## config.mk

```make
export PLATFORM = sky130hd
export DESIGN_NAME = pin_pulse_gen_flat
export DESIGN_NICKNAME = d
export VERILOG_FILES = /design/src/rtl/pin_pulse_gen_if.sv /design/src/rtl/pin_pulse_gen.sv /design/src/flat_wrapper.sv
export SDC_FILE = /design/constraint.sdc
export NUM_CORES = 1
export LEC_CHECK = 0
export CAP_MARGIN = 20
export CORE_MARGIN = 10
export CORE_UTILIZATION = 57
export CTS_BUF_LIST = sky130_fd_sc_hd__clkbuf_8
export DETAILED_ROUTE_END_ITERATION = 7
export PLACE_DENSITY = 0.78
export SLEW_MARGIN = 5
export SYNTH_ARGS = -nofsm -noshare
export SYNTH_HDL_FRONTEND = slang
export SYNTH_SLANG_ARGS = --single-unit
```

## constraint.sdc

```tcl
create_clock -name clk -period 4.3 [get_ports clk]
set_input_delay 0.86 -clock clk [delete_from_list [all_inputs] [get_ports clk]]
set_output_delay 0.86 -clock clk [all_outputs]
set_load 0.02 [all_outputs]
```

## src/rtl/pin_pulse_gen_if.sv

```systemverilog
// Control/status bundle between the event logic (master) and the pulse generator (slave).
interface pin_pulse_gen_if #(
    parameter int WIDTH = 16
);
    logic             ena;
    logic             trig;
    logic [WIDTH-1:0] delay_val;
    logic [WIDTH-1:0] width_val;
    logic             pol;
    logic             force_off;
    logic             q;
    logic             busy;
    logic             done;
    logic             ovr;

    modport master (
        output ena, trig, delay_val, width_val, pol, force_off,
        input  q, busy, done, ovr
    );

    modport slave (
        input  ena, trig, delay_val, width_val, pol, force_off,
        output q, busy, done, ovr
    );
endinterface

```

## src/rtl/pin_pulse_gen.sv

```systemverilog
// Turns a one-cycle event strobe into a pin pulse with programmable start delay,
// width and polarity; one shared counter times both the DELAY and ACTIVE phases.
module pin_pulse_gen #(
    parameter int WIDTH = 16
) (
    input  logic             clk,
    input  logic             rst,
    pin_pulse_gen_if.slave   pp
);
    typedef enum logic [1:0] {
        S_IDLE   = 2'd0,
        S_DELAY  = 2'd1,
        S_ACTIVE = 2'd2
    } state_e;

    state_e           state_q,  state_d;
    logic [WIDTH-1:0] cnt_q,    cnt_d;
    logic [WIDTH-1:0] dly_q,    dly_d;
    logic [WIDTH-1:0] wid_q,    wid_d;
    logic             active_q, active_d;
    logic             busy_q,   busy_d;
    logic             done_q,   done_d;
    logic             ovr_q,    ovr_d;

    always_comb begin
        // NOTE: every output of this block gets a default first so no path leaves it unassigned (no latches).
        state_d  = state_q;
        cnt_d    = cnt_q;
        dly_d    = dly_q;
        wid_d    = wid_q;
        active_d = active_q;
        done_d   = 1'b0;
        ovr_d    = 1'b0;

        if (pp.force_off) begin
            state_d  = S_IDLE;
            cnt_d    = '0;
            active_d = 1'b0;
        end else if (pp.ena) begin
            unique case (state_q)
                S_IDLE: begin
                    if (pp.trig) begin
                        dly_d = pp.delay_val;
                        wid_d = pp.width_val;
                        cnt_d = '0;
                        if (pp.delay_val != '0) begin
                            state_d = S_DELAY;
                        end else if (pp.width_val != '0) begin
                            state_d  = S_ACTIVE;
                            active_d = 1'b1;
                        end else begin
                            done_d = 1'b1;
                        end
                    end
                end
                S_DELAY: begin
                    ovr_d = pp.trig;
                    // Terminal compare at D-1 means the counter never wraps, even for D = 2^WIDTH-1.
                    if (cnt_q == dly_q - WIDTH'(1)) begin
                        cnt_d = '0;
                        if (wid_q != '0) begin
                            state_d  = S_ACTIVE;
                            active_d = 1'b1;
                        end else begin
                            state_d = S_IDLE;
                            done_d  = 1'b1;
                        end
                    end else begin
                        cnt_d = cnt_q + WIDTH'(1);
                    end
                end
                S_ACTIVE: begin
                    ovr_d = pp.trig;
                    if (cnt_q == wid_q - WIDTH'(1)) begin
                        state_d  = S_IDLE;
                        cnt_d    = '0;
                        active_d = 1'b0;
                        done_d   = 1'b1;
                    end else begin
                        cnt_d = cnt_q + WIDTH'(1);
                    end
                end
                default: begin
                    state_d  = S_IDLE;
                    cnt_d    = '0;
                    active_d = 1'b0;
                end
            endcase
        end

        busy_d = (state_d != S_IDLE);
    end

    always_ff @(posedge clk or negedge rst) begin
        if (!rst) begin
            state_q  <= S_IDLE;
            cnt_q    <= '0;
            dly_q    <= '0;
            wid_q    <= '0;
            active_q <= 1'b0;
            busy_q   <= 1'b0;
            done_q   <= 1'b0;
            ovr_q    <= 1'b0;
        end else begin
            // NOTE: non-blocking assignments so every flop samples the pre-edge values of the others.
            state_q  <= state_d;
            cnt_q    <= cnt_d;
            dly_q    <= dly_d;
            wid_q    <= wid_d;
            active_q <= active_d;
            busy_q   <= busy_d;
            done_q   <= done_d;
            ovr_q    <= ovr_d;
        end
    end

    // Polarity is applied after the flop so reset immediately drives the idle level.
    assign pp.q    = active_q ^ pp.pol;
    assign pp.busy = busy_q;
    assign pp.done = done_q;
    assign pp.ovr  = ovr_q;
endmodule

```

## src/flat_wrapper.sv

```systemverilog
// flat-port wrapper written by rule: the top's interface ports become plain ports
module pin_pulse_gen_flat 
#(
    parameter int WIDTH = 16
)
  (clk, rst, pp_ena, pp_trig, pp_delay_val, pp_width_val, pp_pol, pp_force_off, pp_q, pp_busy, pp_done, pp_ovr);
  pin_pulse_gen_if #(.WIDTH(WIDTH)) pp_i ();
  input  logic clk;
  input  logic rst;
  input wire logic [$bits(pp_i.ena)-1:0] pp_ena;
  input wire logic [$bits(pp_i.trig)-1:0] pp_trig;
  input wire logic [$bits(pp_i.delay_val)-1:0] pp_delay_val;
  input wire logic [$bits(pp_i.width_val)-1:0] pp_width_val;
  input wire logic [$bits(pp_i.pol)-1:0] pp_pol;
  input wire logic [$bits(pp_i.force_off)-1:0] pp_force_off;
  output wire logic [$bits(pp_i.q)-1:0] pp_q;
  output wire logic [$bits(pp_i.busy)-1:0] pp_busy;
  output wire logic [$bits(pp_i.done)-1:0] pp_done;
  output wire logic [$bits(pp_i.ovr)-1:0] pp_ovr;
  assign pp_i.ena = pp_ena;
  assign pp_i.trig = pp_trig;
  assign pp_i.delay_val = pp_delay_val;
  assign pp_i.width_val = pp_width_val;
  assign pp_i.pol = pp_pol;
  assign pp_i.force_off = pp_force_off;
  assign pp_q = pp_i.q;
  assign pp_busy = pp_i.busy;
  assign pp_done = pp_i.done;
  assign pp_ovr = pp_i.ovr;
  pin_pulse_gen #(.WIDTH(WIDTH)) u_core (.clk(clk), .rst(rst), .pp(pp_i));
endmodule
```

==> results.md <==
Drt:
- The highest metal layer carrying signal wires in the routed design is met4.
- The total number of vias is 2982.
- The wire length on met2 is 3910 microns.
- The number of detailed-route iterations in the first pass is 4.
- For this block, the initial DRC count from the detailed router was 137.
- In this run the remaining antenna-violating nets after routing total 0.
- After detailed routing, the number of remaining DRC violations is 0.
- In the routed layout, each cell is associated on average with a via count of 6.04.
- The final routed wire length divided by cell count is 16.7 microns.
- The post-route met1 wirelength is 3790 microns.
- The routed design has 8230 microns of wire.
- The met3 routed wirelength is 391 microns.

Global routing:
- The via count of the first global-routing pass is 2972.
- The global router's overall resource usage is 0.167.
- The global route total overflow is 0.
- The global-route wire length before repair is 13900 microns.
- The initial antenna violation count is 0.
- Entering global routing, the biggest net connects 55 pins.

Critical path:
- The setup path with the least slack is of type reg -> reg.
- The signal on the critical path passes through inv_1 > ha_1 > or4b_1 > or4b_1 > a21boi_1 > o21a_1 > o2111ai_2 > o211a_1 > nor3_2 > nor2_1.
- The buffering stage count on the worst path with inverters included is 1.
- The endpoint class of the critical path is a register.
- Among the stages of the critical path, the cell type that occurs most often is or4b_1.
- The critical path's largest stage delay is 0.61 ns.
- In this run the critical register-to-register path is launched from u_core.dly_q[0]$_DFFE_PN0P_.
- The setup check on the worst reg-to-reg path leaves a slack of 0.86 ns.
- In this run the worst path has a maximum fanout of 13.
- For the worst setup path, the data required time is 4.46 ns.
- The family with the most delay on the worst path is simple AND/OR/NAND/NOR gates.
- On the critical path, the stage with the largest delay is an instance of nor3_2.
- The arrival time at the worst endpoint is 3.60 ns.
- The endpoint identified for the worst register-to-register timing path is u_core.cnt_q[12]$_DFFE_PN0P_.
- The nature of the critical path startpoint is a register.
- The number of gates on the worst path with buffers counted is 10.
- The depth of the worst register-to-register path is 10.

Floorplanning:
- The die outline area is 9940 sq um.
- The area of the placeable core is 6030 sq um.
- In this run the vertical extent of the chip is 99.7 microns.
- The top-level port count is 42.
- The starting utilization of the core area is 0.601.
- Row generation in the floorplan step produced 28 rows.
- Measured along the x axis, the die boundary spans 99.7 microns.

Worst hold path:
- Counting instances, the worst hold path has a depth of 1.
- The launch point of the worst hold path is u_core.wid_q[15]$_DFFE_PN0P_.
- The worst hold path terminates at u_core.wid_q[15]$_DFFE_PN0P_.
- The min-delay analysis places its worst path in the category reg -> reg.

Yosys:
- The share of synthesized area in the top cell type comes to 0.373.
- The synthesized netlist net count is 431.
- The async set-or-reset flop fraction in the synthesized netlist is 1.00.
- Among all flip-flop cells after synthesis, the most frequent one is dfrtp_1.
- By area the synthesized netlist is led by dfrtp_1 (37%), mux2_2 (10%), xnor2_1 (6.8%).
- The cell with the most instances after synthesis is dfrtp_1.
- The Yosys step of the flow raised 0 warnings.
- The dominant cell type by area after synthesis is dfrtp_1.
- The mapped cell area is 3620 sq um.
- The gate count after technology mapping is 386.
- By count the netlist is led by dfrtp_1 (54), mux2_2 (33), nor2_1 (33).
- After synthesis the netlist holds a flip-flop and latch count of 54.
- The fraction of the yosys area taken by sequential cells is 0.373.
- The distinct cell type count of the synthesized netlist is 56.
- Counting flops with a built-in enable in the synthesized netlist gives 0.
- Each instance of the synthesized netlist takes up on average 9.38 sq um.

Pwr:
- The cell-internal power is 954 uW.
- Of the total power, combinational logic draws 0.307.
- The net switching fraction of the power is 0.344.
- The analysis attributes to net switching a power of 500 uW.
- The worst vdd rail ir drop is 0.273 mV.
- The clock power share is 0.199.
- In this run the power density over the cells is 351 nW/um^2.
- The power share of the sequential group is 0.494.
- In this run the static leakage power is 1.66 nW.

Timing:
- For the pin with the worst max-slew slack, the measured transition is 0.876 ns.
- The number of slew-limit violations in the final report is 0.
- Adding up every negative setup slack in the final design gives 0 ns.
- Headroom to the max-slew limit came out at 0.414.
- The share of the clock period used by the worst path after layout is 0.799.
- The minimum period implied by the final worst setup slack is 3.44 ns.
- Static timing analysis puts the maximum clock frequency at 291 MHz.
- The setup-violating endpoint count in the final report is 0.
- On the final layout, the worst clock skew is 0.00596 ns.
- The number of failing hold endpoints at the final stage came to 0.
- Setup repair after global routing left no endpoint under its margin.

Cells and area:
- Once layout is complete, the utilization of the core stands at 0.688.
- The area growth from synthesis to layout is 14.6%.
- The repair_antennas step left the layout with diodes totalling 0.
- The final layout contains 463 nets.
- The fraction of layout instances using a drive strength above 1 is 0.115.

Clock network:
- The post-cts resize count is 0.
- For this design, the CTS-stage hold fixing added 0 buffers.
- In this run, CTS created clock tree buffers numbering 5.
- CTS placed an instance of clkbuf_8 at the clock tree root.
- In this run the deepest clock path goes through 2 buffers.
- The H-tree was split into 2 levels.
- TritonCTS built the clock tree.
- The clock latency on the worst-skew pair is 0.31 ns.
- The setup fix buffers added after clock tree synthesis is 0.
- The clock net sink count is 54.
- After clock tree synthesis, the clock-pin slew on the worst setup and hold paths is 0.09 ns.

Run:
- The max-cap check violation count is 0.

Outcome:
- The run finished with clean final reports.

Placement:
- At the end of routability-driven placement, the weighted congestion stood at 0.897.
- The number of port buffers is 41.
- The detailed placement HPWL is 6480 microns.
==> state kept, by name (all words and copies together) (netlist names) <==
register and count:
u_core.wid_q 16, u_core.pp.busy 1, u_core.pp.ovr 1, u_core.dly_q 16, u_core.state_q 2, u_core.cnt_q 16, u_core.pp.done 1, u_core.active_q 1
==> per-stage QoR <==
step                std cells  setup slack, ns  area, sq um  hold slack (ns)  power [mW]
finish                    494            0.864         4150            0.559        1.45
CTS                       494            0.832         4150            0.561        1.46
detailed placement        486            0.842         4060            0.539        1.17
global placement          486            0.951         4060            0.532        1.16
floorplan                 386             1.24         3620            0.513        1.03
global route              494            0.597         4150            0.589        1.55
==> power groups by stage <==
stage / Combinational, mW / Clock (mW) / Sequential (mW)
floorplan: 0.350 / 0 / 0.681
global placement: 0.436 / 0 / 0.721
detailed placement: 0.446 / 0 / 0.727
CTS: 0.449 / 0.297 / 0.717
global route: 0.501 / 0.316 / 0.736
finish: 0.446 / 0.290 / 0.718
==> worst reg2reg max path, delay by kind of cell, from the launching register on <==
kind	cells	cell delay, ns
adder cells (fa/ha/maj)	1	0.21
AO/OA/AOI/OAI	4	0.75
AND/OR/NAND/NOR	4	1.83
buffers and inverters	1	0.07
flip-flops	1	0.43
==> cell type report <==
type / instances / area (sq um)
Sequential cell: 54 / 1350
Clock inverter: 2 / 8.76
Multi-Input combinational cell: 298 / 2130
Inverter: 16 / 60.1
Timing Repair Buffer: 43 / 420
Clock buffer: 6 / 82.6
Fill cell: 475 / 1880
Tap cell: 75 / 93.8
==> worst max-delay path by stage <==
stage	start	endpoint	slack, ns
floorplan	u_core.dly_q[0]$_DFFE_PN0P_	u_core.pp.busy$_DFF_PN0_	1.24
global placement	u_core.dly_q[0]$_DFFE_PN0P_	u_core.cnt_q[14]$_DFFE_PN0P_	0.95
detailed placement	u_core.dly_q[0]$_DFFE_PN0P_	u_core.cnt_q[12]$_DFFE_PN0P_	0.84
CTS	u_core.dly_q[0]$_DFFE_PN0P_	u_core.cnt_q[12]$_DFFE_PN0P_	0.83
global route	u_core.wid_q[0]$_DFFE_PN0P_	u_core.cnt_q[4]$_DFFE_PN0P_	0.60
finish	u_core.dly_q[0]$_DFFE_PN0P_	u_core.cnt_q[12]$_DFFE_PN0P_	0.86
==> cells by family after synthesis <==
| group | count (synthesis) | synth area share |
|---|---|---|
| simple gates | 150 | 0.222 |
| xor+xnor | 54 | 0.131 |
| flops | 54 | 0.373 |
| compound gates | 53 | 0.106 |
| buf+inv | 34 | 0.0384 |
| mux | 34 | 0.105 |
| fa+ha+maj | 7 | 0.0242 |
==> cell usage in the layout, fill, tap and decap left out, drive strengths merged, types with 5 or more instances in the layout <==
| master | n |
|---|---|
| xnor2 | 28 |
| or4 | 8 |
| clkdlybuf4s50 | 40 |
| nand4 | 6 |
| mux2 | 33 |
| inv | 17 |
| ha | 7 |
| nor3 | 13 |
| nor4 | 18 |
| nand2 | 27 |
| nor2 | 33 |
| clkbuf | 6 |
| nand3 | 11 |
| dfrtp | 54 |
| o21ai | 10 |
| o2111ai | 5 |
| a21oi | 9 |
| and3 | 9 |
| xor2 | 26 |
==> layer usage <==
metal,GRT usage,vias up
met5,0,-
met4,0.0529,0
met3,0.0388,14
met2,0.276,64
met1,0.210,1438
li1,-,1466
Note: power is estimated with default switching activity, not from simulation.
